==> config.mk <==
export PLATFORM = sky130hd
export DESIGN_NAME = color_centroid_tracker_flat
export DESIGN_NICKNAME = d
export VERILOG_FILES = /design/src/rtl/color_centroid_tracker_if.sv /design/src/rtl/color_centroid_tracker.sv /design/src/flat_wrapper.sv
export SDC_FILE = /design/constraint.sdc
export NUM_CORES = 1
export LEC_CHECK = 0
export ABC_AREA = 1
export CAP_MARGIN = 25
export CELL_PAD_IN_SITES_DETAIL_PLACEMENT = 1
export CELL_PAD_IN_SITES_GLOBAL_PLACEMENT = 1
export CORE_MARGIN = 2
export CORE_UTILIZATION = 46
export CTS_BUF_LIST = sky130_fd_sc_hd__clkbuf_8
export CTS_CLUSTER_DIAMETER = 30
export DETAILED_ROUTE_END_ITERATION = 16
export GPL_ROUTABILITY_DRIVEN = 0
export PLACE_DENSITY_LB_ADDON = 0.3
export SLEW_MARGIN = 0
export SYNTH_ARGS = -nofsm -noshare
export SYNTH_HDL_FRONTEND = slang
export SYNTH_SLANG_ARGS = --single-unit
==> constraint.sdc <==
create_clock -name clk -period 6.4 [get_ports clk]
set_input_delay 1.6 -clock clk [delete_from_list [all_inputs] [get_ports clk]]
set_output_delay 1.6 -clock clk [all_outputs]
set_load 0.005 [all_outputs]
==> src/rtl/color_centroid_tracker_if.sv <==
// Pixel-stream and result bus between the image sources, the centroid tracker
// and the motor/LED logic.
interface color_centroid_tracker_if #(
    parameter int unsigned IMG_W   = 80,
    parameter int unsigned IMG_H   = 60,
    parameter int unsigned PXL_W   = 12,
    parameter int unsigned NUM_SRC = 2
);
    localparam int unsigned XW = $clog2(IMG_W);
    localparam int unsigned YW = $clog2(IMG_H);
    localparam int unsigned CW = $clog2(IMG_W * IMG_H + 1);
    localparam int unsigned SW = (NUM_SRC > 1) ? $clog2(NUM_SRC) : 1;

    // Stream side
    logic [2:0]       rgbfilter;
    logic             frame_start;
    logic             pxl_valid;
    logic [PXL_W-1:0] pxl;

    // Result side
    logic             busy;
    logic [SW-1:0]    src_sel;
    logic [CW-1:0]    pix_count;
    logic [XW-1:0]    cent_x;
    logic [YW-1:0]    cent_y;
    logic             found;
    logic             result_valid;

    modport master (
        output rgbfilter, frame_start, pxl_valid, pxl,
        input  busy, src_sel, pix_count, cent_x, cent_y, found, result_valid
    );

    modport slave (
        input  rgbfilter, frame_start, pxl_valid, pxl,
        output busy, src_sel, pix_count, cent_x, cent_y, found, result_valid
    );
endinterface

==> src/rtl/color_centroid_tracker.sv <==
// Colour-filtered centroid of a raster pixel stream: accumulates match count and
// coordinate sums per frame, divides bit-serially, and rotates the frame source.
module color_centroid_tracker #(
    parameter int unsigned IMG_W     = 80,
    parameter int unsigned IMG_H     = 60,
    parameter int unsigned PXL_W     = 12,
    parameter int unsigned COLOR_THR = 8,
    parameter int unsigned MIN_PIX   = 4,
    parameter int unsigned NUM_SRC   = 2
) (
    input  logic                    clk,
    input  logic                    rst,
    color_centroid_tracker_if.slave bus
);
    localparam int unsigned XW  = $clog2(IMG_W);
    localparam int unsigned YW  = $clog2(IMG_H);
    localparam int unsigned CW  = $clog2(IMG_W * IMG_H + 1);
    localparam int unsigned SW  = (NUM_SRC > 1) ? $clog2(NUM_SRC) : 1;
    localparam int unsigned CHW = PXL_W / 3;
    localparam int unsigned SXW = $clog2(IMG_W * IMG_H * (IMG_W - 1) + 1);
    localparam int unsigned SYW = $clog2(IMG_W * IMG_H * (IMG_H - 1) + 1);
    localparam int unsigned QW  = (XW > YW) ? XW : YW;
    localparam int unsigned KW  = $clog2(QW + 1);
    localparam int unsigned RW  = (SXW > SYW) ? SXW : SYW;
    localparam int unsigned DVW = CW + QW;
    localparam int unsigned AW  = (RW > DVW) ? RW : DVW;

    localparam logic [CHW-1:0] THR = CHW'(COLOR_THR);

    typedef enum logic [2:0] {
        IDLE, ACCUM, CHECK, DIV_X, DIV_Y, DONE
    } state_e;

    state_e          state_q, state_d;
    logic [2:0]      filt_q, filt_d;
    logic [XW-1:0]   col_q, col_d;
    logic [YW-1:0]   row_q, row_d;
    logic [CW-1:0]   count_q, count_d;
    logic [SXW-1:0]  sum_x_q, sum_x_d;
    logic [SYW-1:0]  sum_y_q, sum_y_d;
    logic [AW-1:0]   rem_q, rem_d;
    logic [AW-1:0]   dvs_q, dvs_d;
    logic [QW-1:0]   quo_q, quo_d;
    logic [KW-1:0]   step_q, step_d;
    logic [XW-1:0]   res_x_q, res_x_d;
    logic            busy_q, busy_d;
    logic [SW-1:0]   src_sel_q, src_sel_d;
    logic [CW-1:0]   pix_count_q, pix_count_d;
    logic [XW-1:0]   cent_x_q, cent_x_d;
    logic [YW-1:0]   cent_y_q, cent_y_d;
    logic            found_q, found_d;
    logic            result_valid_q, result_valid_d;

    logic [CHW-1:0]  ch_r_c, ch_g_c, ch_b_c;
    logic [2:0]      hi_c;
    logic            match_c;
    logic            q_bit_c;
    logic [QW-1:0]   q_next_c;
    logic            done_c;

    // Per-channel threshold classification against the frame's latched filter
    assign ch_r_c  = bus.pxl[PXL_W-1 -: CHW];
    assign ch_g_c  = bus.pxl[2*CHW-1 -: CHW];
    assign ch_b_c  = bus.pxl[CHW-1:0];
    assign hi_c    = {ch_r_c >= THR, ch_g_c >= THR, ch_b_c >= THR};
    assign match_c = (filt_q != 3'b000) && (hi_c == filt_q);

    // State and datapath registers
    always_ff @(posedge clk or posedge rst) begin
        if (rst) begin
            state_q        <= IDLE;
            filt_q         <= '0;
            col_q          <= '0;
            row_q          <= '0;
            count_q        <= '0;
            sum_x_q        <= '0;
            sum_y_q        <= '0;
            rem_q          <= '0;
            dvs_q          <= '0;
            quo_q          <= '0;
            step_q         <= '0;
            res_x_q        <= '0;
            busy_q         <= 1'b0;
            src_sel_q      <= '0;
            pix_count_q    <= '0;
            cent_x_q       <= '0;
            cent_y_q       <= '0;
            found_q        <= 1'b0;
            result_valid_q <= 1'b0;
        end else begin
            state_q        <= state_d;
            filt_q         <= filt_d;
            col_q          <= col_d;
            row_q          <= row_d;
            count_q        <= count_d;
            sum_x_q        <= sum_x_d;
            sum_y_q        <= sum_y_d;
            rem_q          <= rem_d;
            dvs_q          <= dvs_d;
            quo_q          <= quo_d;
            step_q         <= step_d;
            res_x_q        <= res_x_d;
            busy_q         <= busy_d;
            src_sel_q      <= src_sel_d;
            pix_count_q    <= pix_count_d;
            cent_x_q       <= cent_x_d;
            cent_y_q       <= cent_y_d;
            found_q        <= found_d;
            result_valid_q <= result_valid_d;
        end
    end

    // Next-state: accumulate, gate on MIN_PIX, restoring divide X then Y, publish
    always_comb begin
        state_d        = state_q;
        filt_d         = filt_q;
        col_d          = col_q;
        row_d          = row_q;
        count_d        = count_q;
        sum_x_d        = sum_x_q;
        sum_y_d        = sum_y_q;
        rem_d          = rem_q;
        dvs_d          = dvs_q;
        quo_d          = quo_q;
        step_d         = step_q;
        res_x_d        = res_x_q;
        src_sel_d      = src_sel_q;
        pix_count_d    = pix_count_q;
        cent_x_d       = cent_x_q;
        cent_y_d       = cent_y_q;
        found_d        = found_q;
        result_valid_d = 1'b0;
        done_c         = 1'b0;
        q_bit_c        = (rem_q >= dvs_q);
        q_next_c       = (quo_q << 1) | QW'(q_bit_c);

        unique case (state_q)
            IDLE, ACCUM: begin
                if (bus.frame_start) begin
                    filt_d  = bus.rgbfilter;
                    col_d   = '0;
                    row_d   = '0;
                    count_d = '0;
                    sum_x_d = '0;
                    sum_y_d = '0;
                    state_d = ACCUM;
                end else if (state_q == ACCUM && bus.pxl_valid) begin
                    if (match_c) begin
                        count_d = count_q + CW'(1);
                        sum_x_d = sum_x_q + SXW'(col_q);
                        sum_y_d = sum_y_q + SYW'(row_q);
                    end
                    if (col_q == XW'(IMG_W - 1)) begin
                        col_d = '0;
                        row_d = row_q + YW'(1);
                        if (row_q == YW'(IMG_H - 1)) begin
                            state_d = CHECK;
                        end
                    end else begin
                        col_d = col_q + XW'(1);
                    end
                end
            end
            CHECK: begin
                if (count_q < CW'(MIN_PIX) || count_q == '0) begin
                    cent_x_d = '0;
                    cent_y_d = '0;
                    found_d  = 1'b0;
                    done_c   = 1'b1;
                end else begin
                    rem_d   = AW'(sum_x_q);
                    dvs_d   = AW'(count_q) << (XW - 1);
                    quo_d   = '0;
                    step_d  = '0;
                    state_d = DIV_X;
                end
            end
            DIV_X: begin
                if (q_bit_c) begin
                    rem_d = rem_q - dvs_q;
                end
                dvs_d  = dvs_q >> 1;
                quo_d  = q_next_c;
                step_d = step_q + KW'(1);
                if (step_q == KW'(XW - 1)) begin
                    res_x_d = XW'(q_next_c);
                    rem_d   = AW'(sum_y_q);
                    dvs_d   = AW'(count_q) << (YW - 1);
                    quo_d   = '0;
                    step_d  = '0;
                    state_d = DIV_Y;
                end
            end
            DIV_Y: begin
                if (q_bit_c) begin
                    rem_d = rem_q - dvs_q;
                end
                dvs_d  = dvs_q >> 1;
                quo_d  = q_next_c;
                step_d = step_q + KW'(1);
                if (step_q == KW'(YW - 1)) begin
                    cent_x_d = res_x_q;
                    cent_y_d = YW'(q_next_c);
                    found_d  = 1'b1;
                    done_c   = 1'b1;
                end
            end
            DONE: begin
                state_d = IDLE;
            end
            default: begin
                state_d = IDLE;
            end
        endcase

        // Entering DONE publishes the result and rotates the source
        if (done_c) begin
            state_d        = DONE;
            pix_count_d    = count_q;
            result_valid_d = 1'b1;
            src_sel_d      = (src_sel_q == SW'(NUM_SRC - 1)) ? '0 : src_sel_q + SW'(1);
        end

        busy_d = (state_d != IDLE);
    end

    assign bus.busy         = busy_q;
    assign bus.src_sel      = src_sel_q;
    assign bus.pix_count    = pix_count_q;
    assign bus.cent_x       = cent_x_q;
    assign bus.cent_y       = cent_y_q;
    assign bus.found        = found_q;
    assign bus.result_valid = result_valid_q;
endmodule

==> src/flat_wrapper.sv <==
// flat-port wrapper written by rule: the top's interface ports become plain ports
module color_centroid_tracker_flat 
#(
    parameter int unsigned IMG_W     = 80,
    parameter int unsigned IMG_H     = 60,
    parameter int unsigned PXL_W     = 12,
    parameter int unsigned COLOR_THR = 8,
    parameter int unsigned MIN_PIX   = 4,
    parameter int unsigned NUM_SRC   = 2
)
  (clk, rst, bus_rgbfilter, bus_frame_start, bus_pxl_valid, bus_pxl, bus_busy, bus_src_sel, bus_pix_count, bus_cent_x, bus_cent_y, bus_found, bus_result_valid);
  color_centroid_tracker_if #(.IMG_W(IMG_W), .IMG_H(IMG_H), .PXL_W(PXL_W), .NUM_SRC(NUM_SRC)) bus_i ();
  input  logic clk;
  input  logic rst;
  input wire logic [$bits(bus_i.rgbfilter)-1:0] bus_rgbfilter;
  input wire logic [$bits(bus_i.frame_start)-1:0] bus_frame_start;
  input wire logic [$bits(bus_i.pxl_valid)-1:0] bus_pxl_valid;
  input wire logic [$bits(bus_i.pxl)-1:0] bus_pxl;
  output wire logic [$bits(bus_i.busy)-1:0] bus_busy;
  output wire logic [$bits(bus_i.src_sel)-1:0] bus_src_sel;
  output wire logic [$bits(bus_i.pix_count)-1:0] bus_pix_count;
  output wire logic [$bits(bus_i.cent_x)-1:0] bus_cent_x;
  output wire logic [$bits(bus_i.cent_y)-1:0] bus_cent_y;
  output wire logic [$bits(bus_i.found)-1:0] bus_found;
  output wire logic [$bits(bus_i.result_valid)-1:0] bus_result_valid;
  assign bus_i.rgbfilter = bus_rgbfilter;
  assign bus_i.frame_start = bus_frame_start;
  assign bus_i.pxl_valid = bus_pxl_valid;
  assign bus_i.pxl = bus_pxl;
  assign bus_busy = bus_i.busy;
  assign bus_src_sel = bus_i.src_sel;
  assign bus_pix_count = bus_i.pix_count;
  assign bus_cent_x = bus_i.cent_x;
  assign bus_cent_y = bus_i.cent_y;
  assign bus_found = bus_i.found;
  assign bus_result_valid = bus_i.result_valid;
  color_centroid_tracker #(.IMG_W(IMG_W), .IMG_H(IMG_H), .PXL_W(PXL_W), .COLOR_THR(COLOR_THR), .MIN_PIX(MIN_PIX), .NUM_SRC(NUM_SRC)) u_core (.clk(clk), .rst(rst), .bus(bus_i));
endmodule
# Yosys cells after proc, flatten, opt, wreduce, memory -nomap -nowiden
# Index checks and enable logic that the tools add are counted.
# totals
ff_bits,156
latch_bits,0
ram_bits,0
romBits,0
in_bits,19
out_inout_bits,30
elab_cells,115
mem_count,0
# classes
addsub,8
multipliers,0
n_div,0
n_lt_le_gt_ge,5
eq_ne,12
n_shift,0
n_mux,50
bitwise_logic,1
reduce_logical,20
# op_table
cell,n
$mux W19,7
$pmux W20 S3,2
$mux W20,4
$mux W6,7
$mux W13,3
$mux W7,5
$mux W3,9
$ge A20 B20 Y1,1
$sub A20 B20 Y20,1
$add A19 B6 Y19,1
$add A19 B7 Y19,1
$pmux W6 S3,1
$pmux W7 S2,1
$add A13 B1 Y13 const B,1
$logic_not A13 Y1,1
$lt A13 B3 Y1 const B,1
$ge A4 B4 Y1 const B,3
$pmux W3 S4,1
$pmux W6 S2,1
$eq A3 B3 Y1 const B,3
$pmux W3 S3,1
$reduce_and A3 Y1,3
$reduce_bool A3 Y1,3
$reduce_and A2 Y1,4
other kinds (19),31

# Longest topological paths before layout
# Gate-level depths: netlist of run 1.
# depth
ltp_word,8
ltp_mapped,16
ltp_nobuf,16

# Least setup slack after synthesis of run 1
# OpenSTA, ideal clock, no wires.
# synth_timing
path_type,input -> register
from,input port bus_frame_start
to,register u_core.count_q[0]
setup_ps,119
arrival_time_ps,2757
required_ps,6281
slack_ps,3524
path_stages,9
n_path_buf,3
path_cell_list,clkbuf_1 nand2_2 nand2_4 nand2_2 nand2_4 buf_4 buf_4 nand2_1 o21a_1
# synth_between
elab_chain_cells,2
elab_cells_between_ends,4
classes_between,1 x mux; 3 x reduce/logical
# synth_lines
item,line_no,rtl
"start, declared",flat_wrapper.sv:16,input wire logic [$bits(bus_i.frame_start)-1:0] bus_frame_start;
$reduce_bool A2 Y1 (no line),--,
$reduce_and A3 Y1 (no line),--,
"end signal, assigned",color_centroid_tracker.sv:95,count_q <= count_d;
"end, declared",color_centroid_tracker.sv:38,"logic [CW-1:0] count_q, count_d;"
# Several ways; a longest one is shown, not always the timed one.
# A chain may end at the register's enable or synchronous reset.

# Worst setup path after layout of run 1
# layout_timing
from,input port bus_frame_start
to,register u_core.sum_y_q[12]
# layout_between
elab_chain_cells,2
elab_cells_between_ends,4
classes_between,1 x mux; 3 x reduce/logical
# layout_lines
item,line_no,rtl
$reduce_bool A2 Y1 (no line),--,
$reduce_and A3 Y1 (no line),--,
"end signal, assigned",color_centroid_tracker.sv:97,sum_y_q <= sum_y_d;
"end, declared",color_centroid_tracker.sv:40,"logic [SYW-1:0] sum_y_q, sum_y_d;"
# Several ways; a longest one is shown, not always the timed one.

==> flow_summary.toml, run 1 <==
[placed_design]
dp_hpwl_um = 21600
dpl_cell_area_um2 = 10200
dp.cells = 1611
io_buffers = 39

[floorplanning]
die_w_um = 148
placement_rows = 52
start_util_pct = 47.2
die_area_um2 = 22000
num_io_pins = 49
core_area_um2 = 20300
die_h_um = 148

[clock_tree]
cts-root-buf = "clkbuf_8"
numCtsBuffers = 17
path_clk_slew_ps = 100
clock-sinks = 155
htree_levels = 4
postCtsSetupRepairBufs = 0
clock_path_buffers = 2
cts_hold_buf = 0
cts_resized = 0
cts_tree = "built"
clk_latency_ps = 480

[critical_path]
critPathLaunch = "bus_frame_start"
r2r_cells = 14
crit_path_start_kind = "primary input"
r2r_start = "u_core.dvs_q[0]$_DFFE_PP0P_"
crit_required_ps = 6820
path_class = "primary input to flip-flop"
worstPathArrival_ps = 4470
cp_max_fo = 53
rr_endpoint = "u_core.rem_q[19]$_DFFE_PP0P_"
endpoint_kind = "flip-flop"
reg2reg_slack_ps = 3150
crit_path_end = "u_core.sum_y_q[12]$_DFFE_PP0P_"

[routing]
first_pass_iters = 5
antenna_left = 0
avgViaCountPerCell = 5.47
wl_um = 29000
first_iter_violations = 550
via_count = 8983
drt-wirelength-per-cell_um = 17.6
drc = 0

[timing]
max_slew_margin_pct = 42.9
slew_violations = 0
finalCritPeriodShare_pct = 63.3
final.setup.tns_ps = 0
worstMarginPinSlew_ps = 856
min_period_ps = 4050
max_freq_mhz = 247
hold_viol = 0
rsz0062_at_grt = "no"
finClkSkew_ps = 19.5
setup-violations-final = 0

[cells_and_area]
drive_gt1_share_pct = 4.37
insertedDiodeCount = 0
fin_util_pct = 52.1
area_delta_synth_final_pct = 10.5
design_area_um2 = 10600
layout.nets = 1421
final_cells = 1643

[logic_synthesis]
synth-adder-area-share_pct = 5.72
synth-compound-area-share_pct = 13.2
synth_top_family_by_area = "simple AND/OR/NAND/NOR gates"
syn_area_per_cell_um2 = 7.18
synth_area_leaders = "dfrtp_1 (41%), nand2_1 (14%), inv_1 (8.0%)"
synthSimpleGateAreaFrac_pct = 28.0
ys_seq_elements = 155
yosysTopAreaCellShare_pct = 40.5
synth_warnings = 0
muxShareOfSynthArea_pct = 0
yosysTopAreaCell = "dfrtp_1"
synthXorXnorAreaFrac_pct = 2.29
ys_seq_area_share_pct = 40.5
synthTopCellsByCount = "nand2_1 (357), inv_1 (205), dfrtp_1 (155), o21ai_0 (119), nor2_1 (94)"
ys.flop_type = "dfrtp_1"
syn_inst = 1334
synth_cell_types = 42
syn-cell-area_um2 = 9570
async_reset_ff_share_pct = 100
synth.most_common_cell = "nand2_1"
synth_edf_count = 0
syn_nets = 1395

[global_routing]
antenna_found_initial = 0
grt_pass1_vias = 9224
grt_max_degree = 68
gr-total-overflow = 0
grt_pass1_wl_um = 47600
grtUsageTotal_pct = 27.4

[pwr]
total_leakage_power_nw = 5.14
power_mw = 1.86
p_per_area_nw_per_um2 = 176
vdd.ir_drop.worst_uv = 119

[flow_run]
cap_violations = 0

[min_path]
hold_class = "flip-flop to flip-flop"

[status]
status = "finished clean"
## logic make-up after synthesis
family / Yosys count
xor gates and xnor gates: 25
adders and majority gates: 42
DFF: 155
buffers and inverters: 251
AOI/OAI and AO/OA: 234
and+or+nand+nor: 627
## power breakdown
group	total, mW	switching, mW	internal, mW
Clock	0.763	0.465	0.298
Sequential	1.00	0.0138	0.989
Combinational	0.0977	0.0730	0.0247
## layer usage
metal  track usage (%)  wire (um)  up-vias
met5                 0          0        -
met4              6.81        505        0
met3              4.11        862       37
met2              45.8      13900      144
met1              37.5      13700     4440
li1                  -          -     4362
## state kept, by name, summed over array words and instances (netlist names)
name                     count
u_core.col_q                 7
u_core.row_q                 6
u_core.bus.pix_count        13
u_core.quo_q                 6
u_core.bus.cent_x            7
u_core.bus.result_valid      1
u_core.filt_q                3
u_core.bus.cent_y            6
u_core.bus.busy              1
u_core.sum_y_q              19
u_core.res_x_q               7
u_core.dvs_q                19
u_core.step_q                3
u_core.state_q               3
u_core.bus.found             1
u_core.rem_q                20
u_core.sum_x_q              19
u_core.count_q              13
u_core.bus.src_sel           1
## worst max-delay path, cell delays in order
cell and delay (ps):
clkdlybuf4s50_1 720, nand2_2 450, nand2_4 290, nand2_2 160, nand2_4 500, nand3_1 190, nor2_1 210, nand2_1 100
nand2_1 70, nand2_1 40, nor2_1 90
## stage by stage
stage	hold WS [ps]	setup WS [ps]
after global placement	453	2010
after CTS	480	2390
after floorplan	453	622
after detailed placement	463	1890
after global routing	501	2070
final	476	2350
## placed cells by master, fill, tap and decap left out, types with 3 or more instances in the layout
| cell type | netlist | routed |
|---|---|---|
| fa_1 | 3 | 3 |
| o31ai_1 | 4 | 4 |
| inv_2 | 6 | 6 |
| nor2_2 | 2 | 3 |
| clkinv_8 | 0 | 3 |
| ha_1 | 39 | 39 |
| xnor2_1 | 10 | 10 |
| clkdlybuf4s50_1 | 0 | 39 |
| o21bai_1 | 5 | 5 |
| o21ai_1 | 7 | 7 |
| o211ai_1 | 4 | 4 |
| buf_4 | 5 | 6 |
| nand3b_1 | 8 | 8 |
| nand3_1 | 89 | 89 |
| xor2_1 | 15 | 15 |
| nand2_1 | 357 | 357 |
| o22ai_1 | 27 | 27 |
| nor3_1 | 36 | 36 |
| inv_8 | 0 | 6 |
| nand2_2 | 4 | 4 |
| clkbuf_8 | 0 | 17 |
| nor4_1 | 6 | 6 |
| inv_1 | 205 | 204 |
| inv_6 | 0 | 5 |
| nor2_1 | 94 | 93 |
| o21ai_0 | 119 | 119 |
| a21oi_1 | 57 | 57 |
| dfrtp_1 | 155 | 155 |
| nand4_1 | 20 | 20 |
## cell type report
type                       instances  area, um^2
sequential                       155        3880
timing repair buffer              45         435
inverter                         213         805
fill                            2689        9730
tap                              270         338
clock inverter                    15         165
multi-input combinational        928        4720
clock buffer                      17         234
## worst min-delay path by stage
stage / start / endpoint / slack [ps] / depth (start not counted)
2_1_floorplan: u_core.rem_q[10]$_DFFE_PP0P_ / u_core.rem_q[10]$_DFFE_PP0P_ / 450 / 2
3_3_place_gp: u_core.bus.found$_DFFE_PP0P_ / u_core.bus.found$_DFFE_PP0P_ / 450 / 2
3_5_place_dp: u_core.bus.src_sel$_DFFE_PP0P_ / u_core.bus.src_sel$_DFFE_PP0P_ / 460 / 1
4_1_cts: u_core.bus.src_sel$_DFFE_PP0P_ / u_core.bus.src_sel$_DFFE_PP0P_ / 480 / 1
5_1_grt: u_core.bus.src_sel$_DFFE_PP0P_ / u_core.bus.src_sel$_DFFE_PP0P_ / 500 / 1
6_report: u_core.bus.src_sel$_DFFE_PP0P_ / u_core.bus.src_sel$_DFFE_PP0P_ / 480 / 1
Power figures use the tool's default switching activity.
==> run 2: changes to the inputs <==
--- a/config.mk
+++ b/config.mk
@@ -10,7 +10,7 @@
 export CELL_PAD_IN_SITES_DETAIL_PLACEMENT = 1
 export CELL_PAD_IN_SITES_GLOBAL_PLACEMENT = 1
 export CORE_MARGIN = 2
-export CORE_UTILIZATION = 46
+export CORE_UTILIZATION = 42
 export CTS_BUF_LIST = sky130_fd_sc_hd__clkbuf_8
 export CTS_CLUSTER_DIAMETER = 30
 export DETAILED_ROUTE_END_ITERATION = 16
==> constraint.sdc (replaced) <==
create_clock -name clk -period 3.6 [get_ports clk]
set_input_delay 0.9 -clock clk [delete_from_list [all_inputs] [get_ports clk]]
set_output_delay 0.9 -clock clk [all_outputs]
set_load 0.005 [all_outputs]
==> flow_summary.toml, run 2 (same netlist as run 1, synthesis figures left out) <==
[cells_and_area]
layout.nets = 1432
largest_reg_flops = 20
layout_common_cells = "nand2_1 (357), inv_1 (204), dfrtp_1 (155), o21ai_0 (119), nor2_1 (93)"
largest_register = "u_core.rem_q"
insertedDiodeCount = 0
drive_gt1_share_pct = 5.13
final_common_cell = "nand2_1"
area_delta_synth_final_pct = 11.7

[timing]
min_period_ps = 3180
hold_viol = 0
final.setup.tns_ps = 0
max_freq_mhz = 315
finalCritPeriodShare_pct = 88.3
rsz0062_at_grt = "no"
slew_violations = 0
max_slew_margin_pct = 41.5
setup-violations-final = 0
worstMarginPinSlew_ps = 878
timing.hold.ws_ps = 479
finClkSkew_ps = 26.0

[global_routing]
grt_pass1_vias = 9178
gr-total-overflow = 0
grt_pass1_wl_um = 47100
grtUsageTotal_pct = 24.7
grt_max_degree = 156
antenna_found_initial = 0

[floorplanning]
die_area_um2 = 24000
num_io_pins = 49
die_w_um = 155
die_h_um = 155
core_area_um2 = 22500
placement_rows = 55
start_util_pct = 42.5

[min_path]
worstHoldStart = "u_core.bus.src_sel$_DFFE_PP0P_"
hold_class = "flip-flop to flip-flop"

[critical_path]
r2r_cells = 12
crit_cells = 12
critPathLaunch = "u_core.dvs_q[17]$_DFFE_PP0P_"
r2r_start = "u_core.dvs_q[17]$_DFFE_PP0P_"
path_class = "flip-flop to flip-flop"
slowest_delay_ps = 640
cp_cell_sequence = "inv_1, ha_1, a21oi_1, nor2_1, nor2_1, nand2_1, nor2_1, nand2_2, nand3_1, o211ai_1, nand2_1, nand2_1"
critPathTopFamily = "simple AND/OR/NAND/NOR gates"
rr_endpoint = "u_core.rem_q[8]$_DFFE_PP0P_"
worstPathArrival_ps = 3540
cp_max_fo = 26
reg2reg_slack_ps = 420
crit_path_end = "u_core.rem_q[8]$_DFFE_PP0P_"
crit_required_ps = 3960
endpoint_kind = "flip-flop"
crit_slowest_cell = "nor2_1"
cp_num_buf_inv = 1
crit_path_start_kind = "flip-flop"

[pwr]
vdd.ir_drop.worst_uv = 194
p_int_mw = 2.34
total_leakage_power_nw = 5.19
pwr-share-clk_pct = 40.3
p_sw_share_pct = 29.0
power_frac_comb_pct = 5.5
p_sw_mw = 0.955
p_per_area_nw_per_um2 = 308
seq_power_share_pct = 54.2

[clock_tree]
cts_resized = 0
htree_levels = 4
cts_hold_buf = 0
cts_tree = "built"
clock_path_buffers = 2
numCtsBuffers = 17
cts-root-buf = "clkbuf_8"
clock-sinks = 155
path_clk_slew_ps = 110
postCtsSetupRepairBufs = 0
clk_latency_ps = 480

[placed_design]
io_buffers = 39
dp_hpwl_um = 21400

[routing]
avgViaCountPerCell = 5.32
drt-wirelength-per-cell_um = 16.8
first_iter_violations = 420
via_count = 8884
first_pass_iters = 5
antenna_left = 0
wl_um = 28000
drc = 0

[status]
status = "finished clean"

[flow_run]
cap_violations = 0
[run 2: changes by cell type in the layout (fill, tap and decap cells not counted), sizes merged]
cell and change:
clkinv +2, clkinvlp +2, buf +11, inv -4
[run 2: power groups by stage]
stage,Clock (mW),Sequential (mW),Combinational [mW]
final,1.33,1.78,0.183
after detailed placement,0,1.82,0.185
after CTS,1.36,1.78,0.186
after global routing,1.43,1.79,0.210
after floorplan,0,1.81,0.115
after global placement,0,1.82,0.180
[run 2: worst min-delay path by stage]
stage,end,slack (ps),depth (start not counted)
2_1_floorplan,u_core.rem_q[10]$_DFFE_PP0P_,450,2
3_3_place_gp,u_core.bus.src_sel$_DFFE_PP0P_,450,1
3_5_place_dp,u_core.bus.found$_DFFE_PP0P_,460,2
4_1_cts,u_core.bus.found$_DFFE_PP0P_,490,2
5_1_grt,u_core.bus.found$_DFFE_PP0P_,510,2
6_report,u_core.bus.src_sel$_DFFE_PP0P_,480,1
[run 2: layer usage]
metal	track usage (%)	wire (um)	vias up
li1	-	-	4390
met1	33.6	13500	4341
met2	40.8	13100	117
met3	4.01	815	36
met4	6.88	575	0
met5	0	0	-
[run 2: per-stage QoR]
stage	std cells	utilization (%)	worst slack, ps	area, um^2	power [mW]
after floorplan	1334	-	741	9580	1.93
after global placement	1637	45.7	486	10300	2.00
after detailed placement	1637	45.7	445	10300	2.00
after CTS	1669	47.5	437	10700	3.33
after global routing	1669	47.5	124	10700	3.43
final	1669	47.5	421	10700	3.29
[run 2: worst register-to-register path, stage by stage, from the launching register on]
cell	delay, ps
dfrtp_1	370
inv_1	110
ha_1	300
a21oi_1	250
nor2_1	70
nor2_1	90
nand2_1	60
nor2_1	640
nand2_2	560
nand3_1	290
o211ai_1	110
nand2_1	160
nand2_1	70
[run 2: cell type report]
type	instances	area, um^2
Clock inverter	15	169
Multi-Input combinational cell	928	4720
Inverter	213	803
Timing Repair Buffer	56	531
Clock buffer	17	234
Fill cell	2897	11800
Sequential cell	155	3880
Tap cell	285	357
==> run 3: changes to the inputs <==
--- a/config.mk
+++ b/config.mk
@@ -10,7 +10,7 @@
 export CELL_PAD_IN_SITES_DETAIL_PLACEMENT = 1
 export CELL_PAD_IN_SITES_GLOBAL_PLACEMENT = 1
 export CORE_MARGIN = 2
-export CORE_UTILIZATION = 42
+export CORE_UTILIZATION = 45
 export CTS_BUF_LIST = sky130_fd_sc_hd__clkbuf_8
 export CTS_CLUSTER_DIAMETER = 30
 export DETAILED_ROUTE_END_ITERATION = 16
==> constraint.sdc (replaced) <==
create_clock -name clk -period 3.8 [get_ports clk]
set_input_delay 0.95 -clock clk [delete_from_list [all_inputs] [get_ports clk]]
set_output_delay 0.95 -clock clk [all_outputs]
set_load 0.005 [all_outputs]
==> flow_summary.toml, run 3 (same netlist as run 1, synthesis figures left out) <==
[timing]
worstMarginPinSlew_ps = 794
max_freq_mhz = 345
min_period_ps = 2900
max_slew_margin_pct = 46.9
hold_viol = 0
finClkSkew_ps = 26.2
final.setup.tns_ps = 0
timing.hold.ws_ps = 470
finalCritPeriodShare_pct = 76.3
slew_violations = 0
rsz0062_at_grt = "no"
setup-violations-final = 0

[placed_design]
dp_hpwl_um = 22000
io_buffers = 39
dpl_cell_area_um2 = 10300

[pwr]
vdd.ir_drop.worst_uv = 189
p_per_area_nw_per_um2 = 299
total_leakage_power_nw = 5.20
power_mw = 3.20

[routing]
via_count = 8962
antenna_left = 0
first_iter_violations = 469
first_pass_iters = 5
wl_um = 29000
avgViaCountPerCell = 5.40
drc = 0
drt-wirelength-per-cell_um = 17.5

[critical_path]
crit_path_start_kind = "flip-flop"
worstPathArrival_ps = 3320
crit_required_ps = 4220
path_class = "flip-flop to flip-flop"
endpoint_kind = "flip-flop"
cp_max_fo = 26

[cells_and_area]
largest_register = "u_core.rem_q"
largest_reg_flops = 20
design_area_um2 = 10700
final_common_cell = "nand2_1"
insertedDiodeCount = 0
layout_common_cells = "nand2_1 (357), inv_1 (204), dfrtp_1 (155), o21ai_0 (119), nor2_1 (93)"
drive_gt1_share_pct = 5.13
layout.nets = 1432
area_delta_synth_final_pct = 12.0

[status]
status = "finished clean"

[global_routing]
grtUsageTotal_pct = 27.2
grt_max_degree = 76
antenna_found_initial = 0
grt_pass1_wl_um = 47800
gr-total-overflow = 0
grt_pass1_vias = 9359

[clock_tree]
numCtsBuffers = 17
cts-root-buf = "clkbuf_8"
clk_latency_ps = 490
htree_levels = 4
path_clk_slew_ps = 100
cts_resized = 0
clock-sinks = 155
cts_hold_buf = 0
clock_path_buffers = 2
cts_tree = "built"
postCtsSetupRepairBufs = 0

[flow_run]
cap_violations = 0

[floorplanning]
num_io_pins = 49
core_area_um2 = 21000
die_h_um = 150
die_w_um = 150
die_area_um2 = 22500
start_util_pct = 45.7
placement_rows = 53

[min_path]
hold_class = "flip-flop to flip-flop"
## run 3: metrics by stage
step | instances | setup WS [ps] | util, %
detailed placement | 1627 | 607 | 49.1
global route | 1659 | 640 | 51.1
CTS | 1659 | 891 | 51.1
floorplan | 1334 | 891 | -
global placement | 1627 | 649 | 49.1
finish | 1659 | 901 | 51.1
## run 3: critical path: stages, from the launching register on
cell and delay, ps:
dfrtp_1 400, ha_1 220, fa_1 390, inv_1 160, nand3_1 90, nand2_1 170, nand3_1 110, nand3_1 130
nand2_1 100, nand2_2 400, nand3_1 190, o211ai_1 150, nand2_1 170, nand2_1 130
## run 3: path summary, 6_finish.rpt
kind	startpoint	end	slack [ps]	cells past startpoint
hold / removal	u_core.bus.src_sel$_DFFE_PP0P_	u_core.bus.src_sel$_DFFE_PP0P_	470	1
max in group asynchronous	rst	u_core.sum_x_q[16]$_DFFE_PP0P_	2280	3
setup / recovery	u_core.dvs_q[0]$_DFFE_PP0P_	u_core.rem_q[8]$_DFFE_PP0P_	900	13
hold reg to reg	u_core.bus.src_sel$_DFFE_PP0P_	u_core.bus.src_sel$_DFFE_PP0P_	470	1
min in group asynchronous	rst	u_core.bus.src_sel$_DFFE_PP0P_	920	3
setup reg to reg	u_core.dvs_q[0]$_DFFE_PP0P_	u_core.rem_q[8]$_DFFE_PP0P_	900	13
## run 3: final cells by class
| class | count | area, um^2 |
|---|---|---|
| Tap cell | 275 | 344 |
| Multi-Input combinational cell | 928 | 4720 |
| Clock inverter | 15 | 196 |
| Sequential cell | 155 | 3880 |
| Inverter | 213 | 803 |
| Clock buffer | 17 | 234 |
| Fill cell | 2742 | 10200 |
| Timing Repair Buffer | 56 | 543 |
## run 3: per-layer routing
| metal | vias up | global-route usage (%) | wire, um |
|---|---|---|---|
| li1 | 4376 | - | - |
| met1 | 4400 | 36.2 | 13500 |
| met2 | 148 | 46.1 | 14100 |
| met3 | 38 | 3.87 | 860 |
| met4 | 0 | 7.69 | 521 |
| met5 | - | 0 | 0 |
## run 3: where the power goes
group	switching (mW)	leakage [nW]	internal, mW
logic	0.122	2.85	0.0504
registers	0.0235	2.15	1.67
clock network	0.773	0.213	0.568
